===== src/rtl/store_if.sv =====
// Request-side and AXI4 write-channel bundle for the store unit.
// The store unit connects through the master modport; a memory model or interconnect uses slave.
interface store_if #(
   parameter int C_M_AXI_THREAD_ID_WIDTH = 1,
   parameter int C_M_AXI_ADDR_WIDTH      = 32,
   parameter int C_M_AXI_DATA_WIDTH      = 32,
   parameter int C_M_AXI_AWUSER_WIDTH    = 1,
   parameter int C_M_AXI_WUSER_WIDTH     = 4,
   parameter int C_M_AXI_BUSER_WIDTH     = 1
);
   logic                                MEM_WAIT;
   logic                                I_VALID;
   logic [31:0]                         I_ADDR;
   logic [31:0]                         I_DATA;
   logic [3:0]                          I_STRB;
   logic                                O_VALID;
   logic [1:0]                          O_RESP;

   logic [C_M_AXI_THREAD_ID_WIDTH-1:0]  M_AXI_AWID;
   logic [C_M_AXI_ADDR_WIDTH-1:0]       M_AXI_AWADDR;
   logic [7:0]                          M_AXI_AWLEN;
   logic [2:0]                          M_AXI_AWSIZE;
   logic [1:0]                          M_AXI_AWBURST;
   logic                                M_AXI_AWLOCK;
   logic [3:0]                          M_AXI_AWCACHE;
   logic [2:0]                          M_AXI_AWPROT;
   logic [3:0]                          M_AXI_AWQOS;
   logic [C_M_AXI_AWUSER_WIDTH-1:0]     M_AXI_AWUSER;
   logic                                M_AXI_AWVALID;
   logic                                M_AXI_AWREADY;

   logic [C_M_AXI_DATA_WIDTH-1:0]       M_AXI_WDATA;
   logic [C_M_AXI_DATA_WIDTH/8-1:0]     M_AXI_WSTRB;
   logic                                M_AXI_WLAST;
   logic [C_M_AXI_WUSER_WIDTH-1:0]      M_AXI_WUSER;
   logic                                M_AXI_WVALID;
   logic                                M_AXI_WREADY;

   logic [C_M_AXI_THREAD_ID_WIDTH-1:0]  M_AXI_BID;
   logic [1:0]                          M_AXI_BRESP;
   logic [C_M_AXI_BUSER_WIDTH-1:0]      M_AXI_BUSER;
   logic                                M_AXI_BVALID;
   logic                                M_AXI_BREADY;

   modport master (
      input  I_VALID, I_ADDR, I_DATA, I_STRB,
      input  M_AXI_AWREADY, M_AXI_WREADY,
      input  M_AXI_BID, M_AXI_BRESP, M_AXI_BUSER, M_AXI_BVALID,
      output MEM_WAIT, O_VALID, O_RESP,
      output M_AXI_AWID, M_AXI_AWADDR, M_AXI_AWLEN, M_AXI_AWSIZE, M_AXI_AWBURST,
      output M_AXI_AWLOCK, M_AXI_AWCACHE, M_AXI_AWPROT, M_AXI_AWQOS, M_AXI_AWUSER,
      output M_AXI_AWVALID,
      output M_AXI_WDATA, M_AXI_WSTRB, M_AXI_WLAST, M_AXI_WUSER, M_AXI_WVALID,
      output M_AXI_BREADY
   );

   modport slave (
      output I_VALID, I_ADDR, I_DATA, I_STRB,
      output M_AXI_AWREADY, M_AXI_WREADY,
      output M_AXI_BID, M_AXI_BRESP, M_AXI_BUSER, M_AXI_BVALID,
      input  MEM_WAIT, O_VALID, O_RESP,
      input  M_AXI_AWID, M_AXI_AWADDR, M_AXI_AWLEN, M_AXI_AWSIZE, M_AXI_AWBURST,
      input  M_AXI_AWLOCK, M_AXI_AWCACHE, M_AXI_AWPROT, M_AXI_AWQOS, M_AXI_AWUSER,
      input  M_AXI_AWVALID,
      input  M_AXI_WDATA, M_AXI_WSTRB, M_AXI_WLAST, M_AXI_WUSER, M_AXI_WVALID,
      input  M_AXI_BREADY
   );
endinterface


===== src/rtl/store.sv =====
// AXI4 single-beat write master: one 32-bit store in flight, completion pulse with BRESP.
// Optional STORE_PENDING_EN adds a one-entry pending register so the next store overlaps the current one.
module store (
   input  logic     CLK,
   input  logic     RST,
   store_if.master  bus
);
   localparam logic [1:0] IDLE = 2'd0;
   localparam logic [1:0] SEND = 2'd1;
   localparam logic [1:0] RESP = 2'd2;

   logic [1:0]  state_q, state_d;
   logic [29:0] addr_q, addr_d;
   logic [31:0] data_q, data_d;
   logic [3:0]  strb_q, strb_d;
   logic        awvalid_q, awvalid_d;
   logic        wvalid_q, wvalid_d;
   logic        bready_q, bready_d;
   logic        ovalid_q, ovalid_d;
   logic [1:0]  oresp_q, oresp_d;

   logic busy, b_hs, aw_left, w_left;
   logic unused_ok;

   assign busy    = (state_q != IDLE);
   assign b_hs    = bus.M_AXI_BVALID && bready_q;
   // A channel still owes a handshake after this edge only if VALID is up and READY is not.
   assign aw_left = awvalid_q && !bus.M_AXI_AWREADY;
   assign w_left  = wvalid_q && !bus.M_AXI_WREADY;
   assign unused_ok = ^{bus.M_AXI_BID, bus.M_AXI_BUSER, bus.I_ADDR[1:0]};

`ifdef STORE_PENDING_EN
   logic        pend_q, pend_d;
   logic [29:0] paddr_q, paddr_d;
   logic [31:0] pdata_q, pdata_d;
   logic [3:0]  pstrb_q, pstrb_d;

   assign bus.MEM_WAIT = busy && pend_q;
`else
   assign bus.MEM_WAIT = busy;
`endif

   always_comb begin
      state_d   = state_q;
      addr_d    = addr_q;
      data_d    = data_q;
      strb_d    = strb_q;
      awvalid_d = awvalid_q;
      wvalid_d  = wvalid_q;
      bready_d  = bready_q;
      ovalid_d  = 1'b0;
      oresp_d   = oresp_q;
`ifdef STORE_PENDING_EN
      pend_d    = pend_q;
      paddr_d   = paddr_q;
      pdata_d   = pdata_q;
      pstrb_d   = pstrb_q;
`endif
      case (state_q)
         IDLE: begin
            if (bus.I_VALID) begin
               addr_d    = bus.I_ADDR[31:2];
               data_d    = bus.I_DATA;
               strb_d    = bus.I_STRB;
               awvalid_d = 1'b1;
               wvalid_d  = 1'b1;
               state_d   = SEND;
            end
         end
         SEND: begin
            awvalid_d = aw_left;
            wvalid_d  = w_left;
            if (!aw_left && !w_left) begin
               bready_d = 1'b1;
               state_d  = RESP;
            end
         end
         RESP: begin
            if (b_hs) begin
               bready_d = 1'b0;
               ovalid_d = 1'b1;
               oresp_d  = bus.M_AXI_BRESP;
               state_d  = IDLE;
`ifdef STORE_PENDING_EN
               if (pend_q) begin
                  addr_d    = paddr_q;
                  data_d    = pdata_q;
                  strb_d    = pstrb_q;
                  awvalid_d = 1'b1;
                  wvalid_d  = 1'b1;
                  pend_d    = 1'b0;
                  state_d   = SEND;
               end else if (bus.I_VALID) begin
                  // A request arriving on the completing cycle skips the pending slot.
                  addr_d    = bus.I_ADDR[31:2];
                  data_d    = bus.I_DATA;
                  strb_d    = bus.I_STRB;
                  awvalid_d = 1'b1;
                  wvalid_d  = 1'b1;
                  state_d   = SEND;
               end
`endif
            end
         end
         default: state_d = IDLE;
      endcase
`ifdef STORE_PENDING_EN
      if (busy && !pend_q && bus.I_VALID && !b_hs) begin
         pend_d  = 1'b1;
         paddr_d = bus.I_ADDR[31:2];
         pdata_d = bus.I_DATA;
         pstrb_d = bus.I_STRB;
      end
`endif
   end

   always_ff @(posedge CLK) begin
      if (RST) begin
         state_q   <= IDLE;
         addr_q    <= '0;
         data_q    <= '0;
         strb_q    <= '0;
         awvalid_q <= 1'b0;
         wvalid_q  <= 1'b0;
         bready_q  <= 1'b0;
         ovalid_q  <= 1'b0;
         oresp_q   <= '0;
`ifdef STORE_PENDING_EN
         pend_q    <= 1'b0;
         paddr_q   <= '0;
         pdata_q   <= '0;
         pstrb_q   <= '0;
`endif
      end else begin
         state_q   <= state_d;
         addr_q    <= addr_d;
         data_q    <= data_d;
         strb_q    <= strb_d;
         awvalid_q <= awvalid_d;
         wvalid_q  <= wvalid_d;
         bready_q  <= bready_d;
         ovalid_q  <= ovalid_d;
         oresp_q   <= oresp_d;
`ifdef STORE_PENDING_EN
         pend_q    <= pend_d;
         paddr_q   <= paddr_d;
         pdata_q   <= pdata_d;
         pstrb_q   <= pstrb_d;
`endif
      end
   end

   assign bus.O_VALID       = ovalid_q;
   assign bus.O_RESP        = oresp_q;
   assign bus.M_AXI_AWID    = '0;
   assign bus.M_AXI_AWADDR  = {addr_q, 2'b00};
   assign bus.M_AXI_AWLEN   = 8'd0;
   assign bus.M_AXI_AWSIZE  = 3'b010;
   assign bus.M_AXI_AWBURST = 2'b01;
   assign bus.M_AXI_AWLOCK  = 1'b0;
   assign bus.M_AXI_AWCACHE = 4'b0011;
   assign bus.M_AXI_AWPROT  = 3'b000;
   assign bus.M_AXI_AWQOS   = 4'b0000;
   assign bus.M_AXI_AWUSER  = '0;
   assign bus.M_AXI_AWVALID = awvalid_q;
   assign bus.M_AXI_WDATA   = data_q;
   assign bus.M_AXI_WSTRB   = strb_q;
   assign bus.M_AXI_WLAST   = wvalid_q;
   assign bus.M_AXI_WUSER   = '0;
   assign bus.M_AXI_WVALID  = wvalid_q;
   assign bus.M_AXI_BREADY  = bready_q;
endmodule


===== src/flat_wrapper.sv =====
// flat-port wrapper written by rule: the top's interface ports become plain ports
module store_flat 
  (CLK, RST, bus_I_VALID, bus_I_ADDR, bus_I_DATA, bus_I_STRB, bus_M_AXI_AWREADY, bus_M_AXI_WREADY, bus_M_AXI_BID, bus_M_AXI_BRESP, bus_M_AXI_BUSER, bus_M_AXI_BVALID, bus_MEM_WAIT, bus_O_VALID, bus_O_RESP, bus_M_AXI_AWID, bus_M_AXI_AWADDR, bus_M_AXI_AWLEN, bus_M_AXI_AWSIZE, bus_M_AXI_AWBURST, bus_M_AXI_AWLOCK, bus_M_AXI_AWCACHE, bus_M_AXI_AWPROT, bus_M_AXI_AWQOS, bus_M_AXI_AWUSER, bus_M_AXI_AWVALID, bus_M_AXI_WDATA, bus_M_AXI_WSTRB, bus_M_AXI_WLAST, bus_M_AXI_WUSER, bus_M_AXI_WVALID, bus_M_AXI_BREADY);
  store_if bus_i ();
  input  logic CLK;
  input  logic RST;
  input wire logic [$bits(bus_i.I_VALID)-1:0] bus_I_VALID;
  input wire logic [$bits(bus_i.I_ADDR)-1:0] bus_I_ADDR;
  input wire logic [$bits(bus_i.I_DATA)-1:0] bus_I_DATA;
  input wire logic [$bits(bus_i.I_STRB)-1:0] bus_I_STRB;
  input wire logic [$bits(bus_i.M_AXI_AWREADY)-1:0] bus_M_AXI_AWREADY;
  input wire logic [$bits(bus_i.M_AXI_WREADY)-1:0] bus_M_AXI_WREADY;
  input wire logic [$bits(bus_i.M_AXI_BID)-1:0] bus_M_AXI_BID;
  input wire logic [$bits(bus_i.M_AXI_BRESP)-1:0] bus_M_AXI_BRESP;
  input wire logic [$bits(bus_i.M_AXI_BUSER)-1:0] bus_M_AXI_BUSER;
  input wire logic [$bits(bus_i.M_AXI_BVALID)-1:0] bus_M_AXI_BVALID;
  output wire logic [$bits(bus_i.MEM_WAIT)-1:0] bus_MEM_WAIT;
  output wire logic [$bits(bus_i.O_VALID)-1:0] bus_O_VALID;
  output wire logic [$bits(bus_i.O_RESP)-1:0] bus_O_RESP;
  output wire logic [$bits(bus_i.M_AXI_AWID)-1:0] bus_M_AXI_AWID;
  output wire logic [$bits(bus_i.M_AXI_AWADDR)-1:0] bus_M_AXI_AWADDR;
  output wire logic [$bits(bus_i.M_AXI_AWLEN)-1:0] bus_M_AXI_AWLEN;
  output wire logic [$bits(bus_i.M_AXI_AWSIZE)-1:0] bus_M_AXI_AWSIZE;
  output wire logic [$bits(bus_i.M_AXI_AWBURST)-1:0] bus_M_AXI_AWBURST;
  output wire logic [$bits(bus_i.M_AXI_AWLOCK)-1:0] bus_M_AXI_AWLOCK;
  output wire logic [$bits(bus_i.M_AXI_AWCACHE)-1:0] bus_M_AXI_AWCACHE;
  output wire logic [$bits(bus_i.M_AXI_AWPROT)-1:0] bus_M_AXI_AWPROT;
  output wire logic [$bits(bus_i.M_AXI_AWQOS)-1:0] bus_M_AXI_AWQOS;
  output wire logic [$bits(bus_i.M_AXI_AWUSER)-1:0] bus_M_AXI_AWUSER;
  output wire logic [$bits(bus_i.M_AXI_AWVALID)-1:0] bus_M_AXI_AWVALID;
  output wire logic [$bits(bus_i.M_AXI_WDATA)-1:0] bus_M_AXI_WDATA;
  output wire logic [$bits(bus_i.M_AXI_WSTRB)-1:0] bus_M_AXI_WSTRB;
  output wire logic [$bits(bus_i.M_AXI_WLAST)-1:0] bus_M_AXI_WLAST;
  output wire logic [$bits(bus_i.M_AXI_WUSER)-1:0] bus_M_AXI_WUSER;
  output wire logic [$bits(bus_i.M_AXI_WVALID)-1:0] bus_M_AXI_WVALID;
  output wire logic [$bits(bus_i.M_AXI_BREADY)-1:0] bus_M_AXI_BREADY;
  assign bus_i.I_VALID = bus_I_VALID;
  assign bus_i.I_ADDR = bus_I_ADDR;
  assign bus_i.I_DATA = bus_I_DATA;
  assign bus_i.I_STRB = bus_I_STRB;
  assign bus_i.M_AXI_AWREADY = bus_M_AXI_AWREADY;
  assign bus_i.M_AXI_WREADY = bus_M_AXI_WREADY;
  assign bus_i.M_AXI_BID = bus_M_AXI_BID;
  assign bus_i.M_AXI_BRESP = bus_M_AXI_BRESP;
  assign bus_i.M_AXI_BUSER = bus_M_AXI_BUSER;
  assign bus_i.M_AXI_BVALID = bus_M_AXI_BVALID;
  assign bus_MEM_WAIT = bus_i.MEM_WAIT;
  assign bus_O_VALID = bus_i.O_VALID;
  assign bus_O_RESP = bus_i.O_RESP;
  assign bus_M_AXI_AWID = bus_i.M_AXI_AWID;
  assign bus_M_AXI_AWADDR = bus_i.M_AXI_AWADDR;
  assign bus_M_AXI_AWLEN = bus_i.M_AXI_AWLEN;
  assign bus_M_AXI_AWSIZE = bus_i.M_AXI_AWSIZE;
  assign bus_M_AXI_AWBURST = bus_i.M_AXI_AWBURST;
  assign bus_M_AXI_AWLOCK = bus_i.M_AXI_AWLOCK;
  assign bus_M_AXI_AWCACHE = bus_i.M_AXI_AWCACHE;
  assign bus_M_AXI_AWPROT = bus_i.M_AXI_AWPROT;
  assign bus_M_AXI_AWQOS = bus_i.M_AXI_AWQOS;
  assign bus_M_AXI_AWUSER = bus_i.M_AXI_AWUSER;
  assign bus_M_AXI_AWVALID = bus_i.M_AXI_AWVALID;
  assign bus_M_AXI_WDATA = bus_i.M_AXI_WDATA;
  assign bus_M_AXI_WSTRB = bus_i.M_AXI_WSTRB;
  assign bus_M_AXI_WLAST = bus_i.M_AXI_WLAST;
  assign bus_M_AXI_WUSER = bus_i.M_AXI_WUSER;
  assign bus_M_AXI_WVALID = bus_i.M_AXI_WVALID;
  assign bus_M_AXI_BREADY = bus_i.M_AXI_BREADY;
  store u_core (.CLK(CLK), .RST(RST), .bus(bus_i));
endmodule

===== config.mk =====
export PLATFORM = sky130hd
export DESIGN_NAME = store_flat
export DESIGN_NICKNAME = d
export VERILOG_FILES = /design/src/rtl/store_if.sv /design/src/rtl/store.sv /design/src/flat_wrapper.sv
export SDC_FILE = /design/constraint.sdc
export NUM_CORES = 1
export LEC_CHECK = 0
export BUFFER_PORTS_ARGS = -buffer_cell sky130_fd_sc_hd__clkbuf_2
export CORE_ASPECT_RATIO = 0.5
export CORE_UTILIZATION = 46
export CTS_BUF_LIST = sky130_fd_sc_hd__clkbuf_16
export CTS_CLUSTER_DIAMETER = 100
export CTS_CLUSTER_SIZE = 12
export DETAILED_ROUTE_END_ITERATION = 6
export PLACE_DENSITY_LB_ADDON = 0.2
export RECOVER_POWER = 100
export SLEW_MARGIN = 20
export SYNTH_ARGS = -nofsm -noshare
export SYNTH_HDL_FRONTEND = slang
export SYNTH_SLANG_ARGS = --single-unit

===== constraint.sdc =====
create_clock -name CLK -period 2.7 [get_ports CLK]
set_clock_uncertainty 0.15 [all_clocks]
set_input_delay 0.675 -clock CLK [delete_from_list [all_inputs] [get_ports CLK]]
set_output_delay 0.675 -clock CLK [all_outputs]
set_load 0.02 [all_outputs]

* Word level (Yosys, flattened, before mapping)
Index checks and enable logic that the tools add are counted.
Operators by class: multiplexer cells 11, reductions and logical operators 18, equal/unequal tests 5, bitwise gates (word level) 1
Operators by type and width (count):
- $mux 2 | 3
- $pmux 1 s2 | 3
- $pmux 2 s3 | 1
- $reduce_and 2->1 | 3
- $reduce_and 3->1 | 2
- $reduce_bool 2->1 | 3
- $logic_and 1x1->1 | 4
- $logic_not 1->1 | 4
- $mux 1 | 4
- $ne 2x1->1 const B | 2
- $eq 2x1->1 const B | 1
- $eq 2x2->1 const B | 1
- $logic_not 2->1 | 1
- $ne 2x2->1 const B | 1
- $reduce_or 2->1 | 1
- $not 1->1 | 1
Word-level totals: register bits 74

* Depth between registers and ports, before layout
word-level depth 6, gate-level depth with buffers 8, depth with buffers taken out 6

* Least setup slack after synthesis
No wires, ideal clock.
kind register -> output, start reg u_core.state_q[0], end out bus_MEM_WAIT, stages on the path, launching flop included 4, arrival 0.779 ns, slack 1.096 ns, cells stage by stage dfxtp_1 inv_1 ha_1 inv_2
Between the ends: word-level cells in the longest chain between the ends 1
Ends and longest elaborated chain:
- start: declaration | line store.sv:12 | logic [1:0] state_q, state_d;
- start signal: assignment | line store.sv:135 | state_q <= state_d;
- $reduce_bool 2->1 | line store.sv:25 | assign busy = (state_q != IDLE);
- end: declaration | line flat_wrapper.sv:17 | output wire logic [$bits(bus_i.MEM_WAIT)-1:0] bus_MEM_WAIT;
Every way passes these cells.

* Worst setup path in the final report
Ends and elaborated chain as after synthesis.

==> results.json <==
{
  "core_area_um2": 6160,
  "setup_viol": 0,
  "detail_route.iter0.violations": 107,
  "drv_slew": 0,
  "clock_latency_ps": 320,
  "finalNetCount": 591,
  "p_int_mw": 1.99,
  "area_growth_syn_to_layout_pct": 25.9,
  "p_switching_mw": 0.888,
  "crit_path_max_fanout": 5,
  "reg2reg_depth": 7,
  "cts_tree": "yes",
  "synth_area_um2": 2970,
  "whs_path_depth": 2,
  "first_pass_iters": 5,
  "numCtsBuffers": 9,
  "cts_buffer_depth": 2,
  "post-cts-setup-buffers": 0,
  "p_sw_share_pct": 30.9,
  "critPathCaptureType": "primary output",
  "worstPathRequired_ps": 1880,
  "dpl.cell_count": 586,
  "post-dp-hpwl_um": 4370,
  "cts_hold_buffers": 0,
  "port_buffers": 147,
  "endpoint": "bus_MEM_WAIT",
  "synth_top_area_share_pct": 49.9,
  "total_power_mw": 2.88,
  "reg2reg_to": "u_core.addr_q[27]",
  "antenna_found_initial": 0,
  "status": "complete, no violations",
  "grt_pass1_vias": 2231,
  "fin_crit_ps": 2220,
  "crit_start": "u_core.state_q[0]",
  "ant_nets": 0,
  "h-tree-depth": 3,
  "synth_cell_type_count": 23,
  "hold_viol_final": 0,
  "die_area_um2": 6810,
  "yosysWarnings": 0,
  "clkPwrFrac_pct": 34.0,
  "vdd_drop_max_mv": 0.437,
  "cp-start-kind": "flip-flop",
  "cts_sinks": 74,
  "vias": 2637,
  "clock.fmax_ghz": 0.450,
  "dp_slack_ps": 746,
  "drc": 0,
  "r2r-start": "u_core.state_q[0]",
  "via_per_inst": 4.40,
  "cts.repair.resized": 0,
  "instances_no_fill": 599,
  "rows": 20,
  "fin_tns_setup_ps": 0,
  "io_pins": 185,
  "grt_pass1_wl_um": 9800,
  "die_h_um": 58.8,
  "die_x_um": 116,
  "grtUsageTotal_pct": 18.6,
  "hold_class": "reg -> reg",
  "final_common_cell": "nand2_1",
  "synth_area_leaders": "dfxtp_1 50%, nand2_1 18%, a21oi_1 12%",
  "drive_above_1_share_pct": 17.0,
  "globalplace.congestion": 0.795,
  "hold_ws_ps": 300,
  "clkTransAtPathRegs_ps": 50,
  "antenna_cells": 0,
  "mostFrequentLayoutCells": "138 x nand2_1, 74 x clkbuf_1, 74 x dfxtp_1, 73 x clkbuf_2, 70 x a21oi_1",
  "worstPathArrival_ps": 1390,
  "synth_area_leader_cell": "dfxtp_1",
  "power.density_nw_per_um2": 769,
  "power.leakage_nw": 1.64,
  "power_frac_seq_pct": 43.7,
  "drv_cap": 0,
  "initial_utilization_pct": 48.3,
  "avgRoutedWirePerCell_um": 10.7,
  "grt_overflow_total": 0,
  "pwr-share-comb_pct": 22.3,
  "critPathKind": "reg -> out",
  "grt_max_degree": 64,
  "period_share_pct": 82.2,
  "maxSlewHeadroom_pct": 52.4,
  "synth_area_per_cell_um2": 7.99,
  "synth-seq-cells": 74,
  "finalWorstSetupSlack_ps": 480,
  "reg2reg_slack_ps": 530,
  "drt_wl_total_um": 6390,
  "cts-root-buf": "clkbuf_16",
  "seq_area_frac_synth_pct": 49.9,
  "max_slew.worst_pin.slew_ps": 711,
  "synth_cells": 372,
  "grt_setup_unrepaired": "no"
}
-- critical path, stage by stage (launching register included) --
cell	delay, ps
dfxtp_1	370
inv_1	90
ha_1	260
inv_1	110
clkbuf_1	240
-- per-layer routing --
metal | vias up | track usage (%) | share of wire [%]
li1 | 1389 | - | -
met1 | 1155 | 19.9 | 44
met2 | 86 | 34.5 | 48
met3 | 7 | 6.90 | 6.7
met4 | 0 | 6.59 | 0.89
met5 | - | 0 | 0
-- metrics by stage --
| step | cell area [um^2] | utilization, % |
|---|---|---|
| after floorplan | 3090 | - |
| after global placement | 3610 | 58.6 |
| after detailed placement | 3610 | 58.6 |
| after CTS | 3850 | 62.5 |
| after global routing | 3740 | 60.8 |
| final | 3740 | 60.8 |
-- state kept, by name (all words and copies together) (netlist names) --
register and flops:
u_core.state_q 2, u_core.bus.M_AXI_WLAST 1, u_core.bus.O_RESP 2, u_core.bus.M_AXI_AWVALID 1
u_core.bus.M_AXI_WDATA 32, u_core.bus.M_AXI_WSTRB 4, u_core.bus.M_AXI_BREADY 1, u_core.bus.O_VALID 1
u_core.addr_q 30
-- power by group through the flow --
stage / registers, mW / logic, mW / clock network [mW]
floorplan: 1.40 / 0.388 / 0
global route: 1.27 / 0.713 / 1.07
detailed placement: 1.28 / 0.683 / 0
CTS: 1.26 / 0.685 / 1.01
global placement: 1.28 / 0.678 / 0
finish: 1.26 / 0.642 / 0.979
-- worst min path at each step --
stage | slack (ps) | startpoint | to
after floorplan | 310 | u_core.state_q[1] | u_core.state_q[1]
after global placement | 290 | u_core.bus.M_AXI_WDATA[0] | u_core.bus.M_AXI_WDATA[0]
after detailed placement | 300 | u_core.bus.M_AXI_WDATA[31] | u_core.bus.M_AXI_WDATA[31]
after CTS | 300 | u_core.bus.M_AXI_WDATA[31] | u_core.bus.M_AXI_WDATA[31]
after global routing | 320 | u_core.addr_q[4] | u_core.addr_q[4]
final | 300 | u_core.addr_q[4] | u_core.addr_q[4]
-- cells in the mapped netlist --
master    count
inv_1         3
clkbuf_1      6
conb_1        2
nand2b_1      4
nor2_4        1
nor2_1        4
buf_2         8
nand2_1     139
or3b_1        1
o21ai_0       3
a211o_1       1
buf_1         3
dfxtp_1      74
nand3_1       1
ha_1          4
buf_6         5
nor2b_1       2
a21oi_1      70
mux2i_1       3
a21boi_2      1
inv_2         1
buf_4        34
a221oi_1      2
-- cells by family after synthesis --
group | after synthesis | share of synthesized area, %
AO/OA/AOI/OAI | 77 | 13.6
adder cells (fa/ha/maj) | 4 | 1.68
buffers and inverters | 60 | 13.5
flip-flops | 74 | 49.9
multiplexers | 3 | 1.01
other | 2 | 0.253
AND/OR/NAND/NOR | 152 | 20.2
-- area by class of cell --
type | instances | area, um^2
clock inverter | 4 | 15.0
multi-input combinational | 269 | 1200
inverter | 4 | 15.0
timing repair buffer | 151 | 698
sequential | 74 | 1480
fill | 643 | 2410
clock buffer | 9 | 225
tap | 88 | 110
Note: power is estimated with default switching activity, not from simulation.
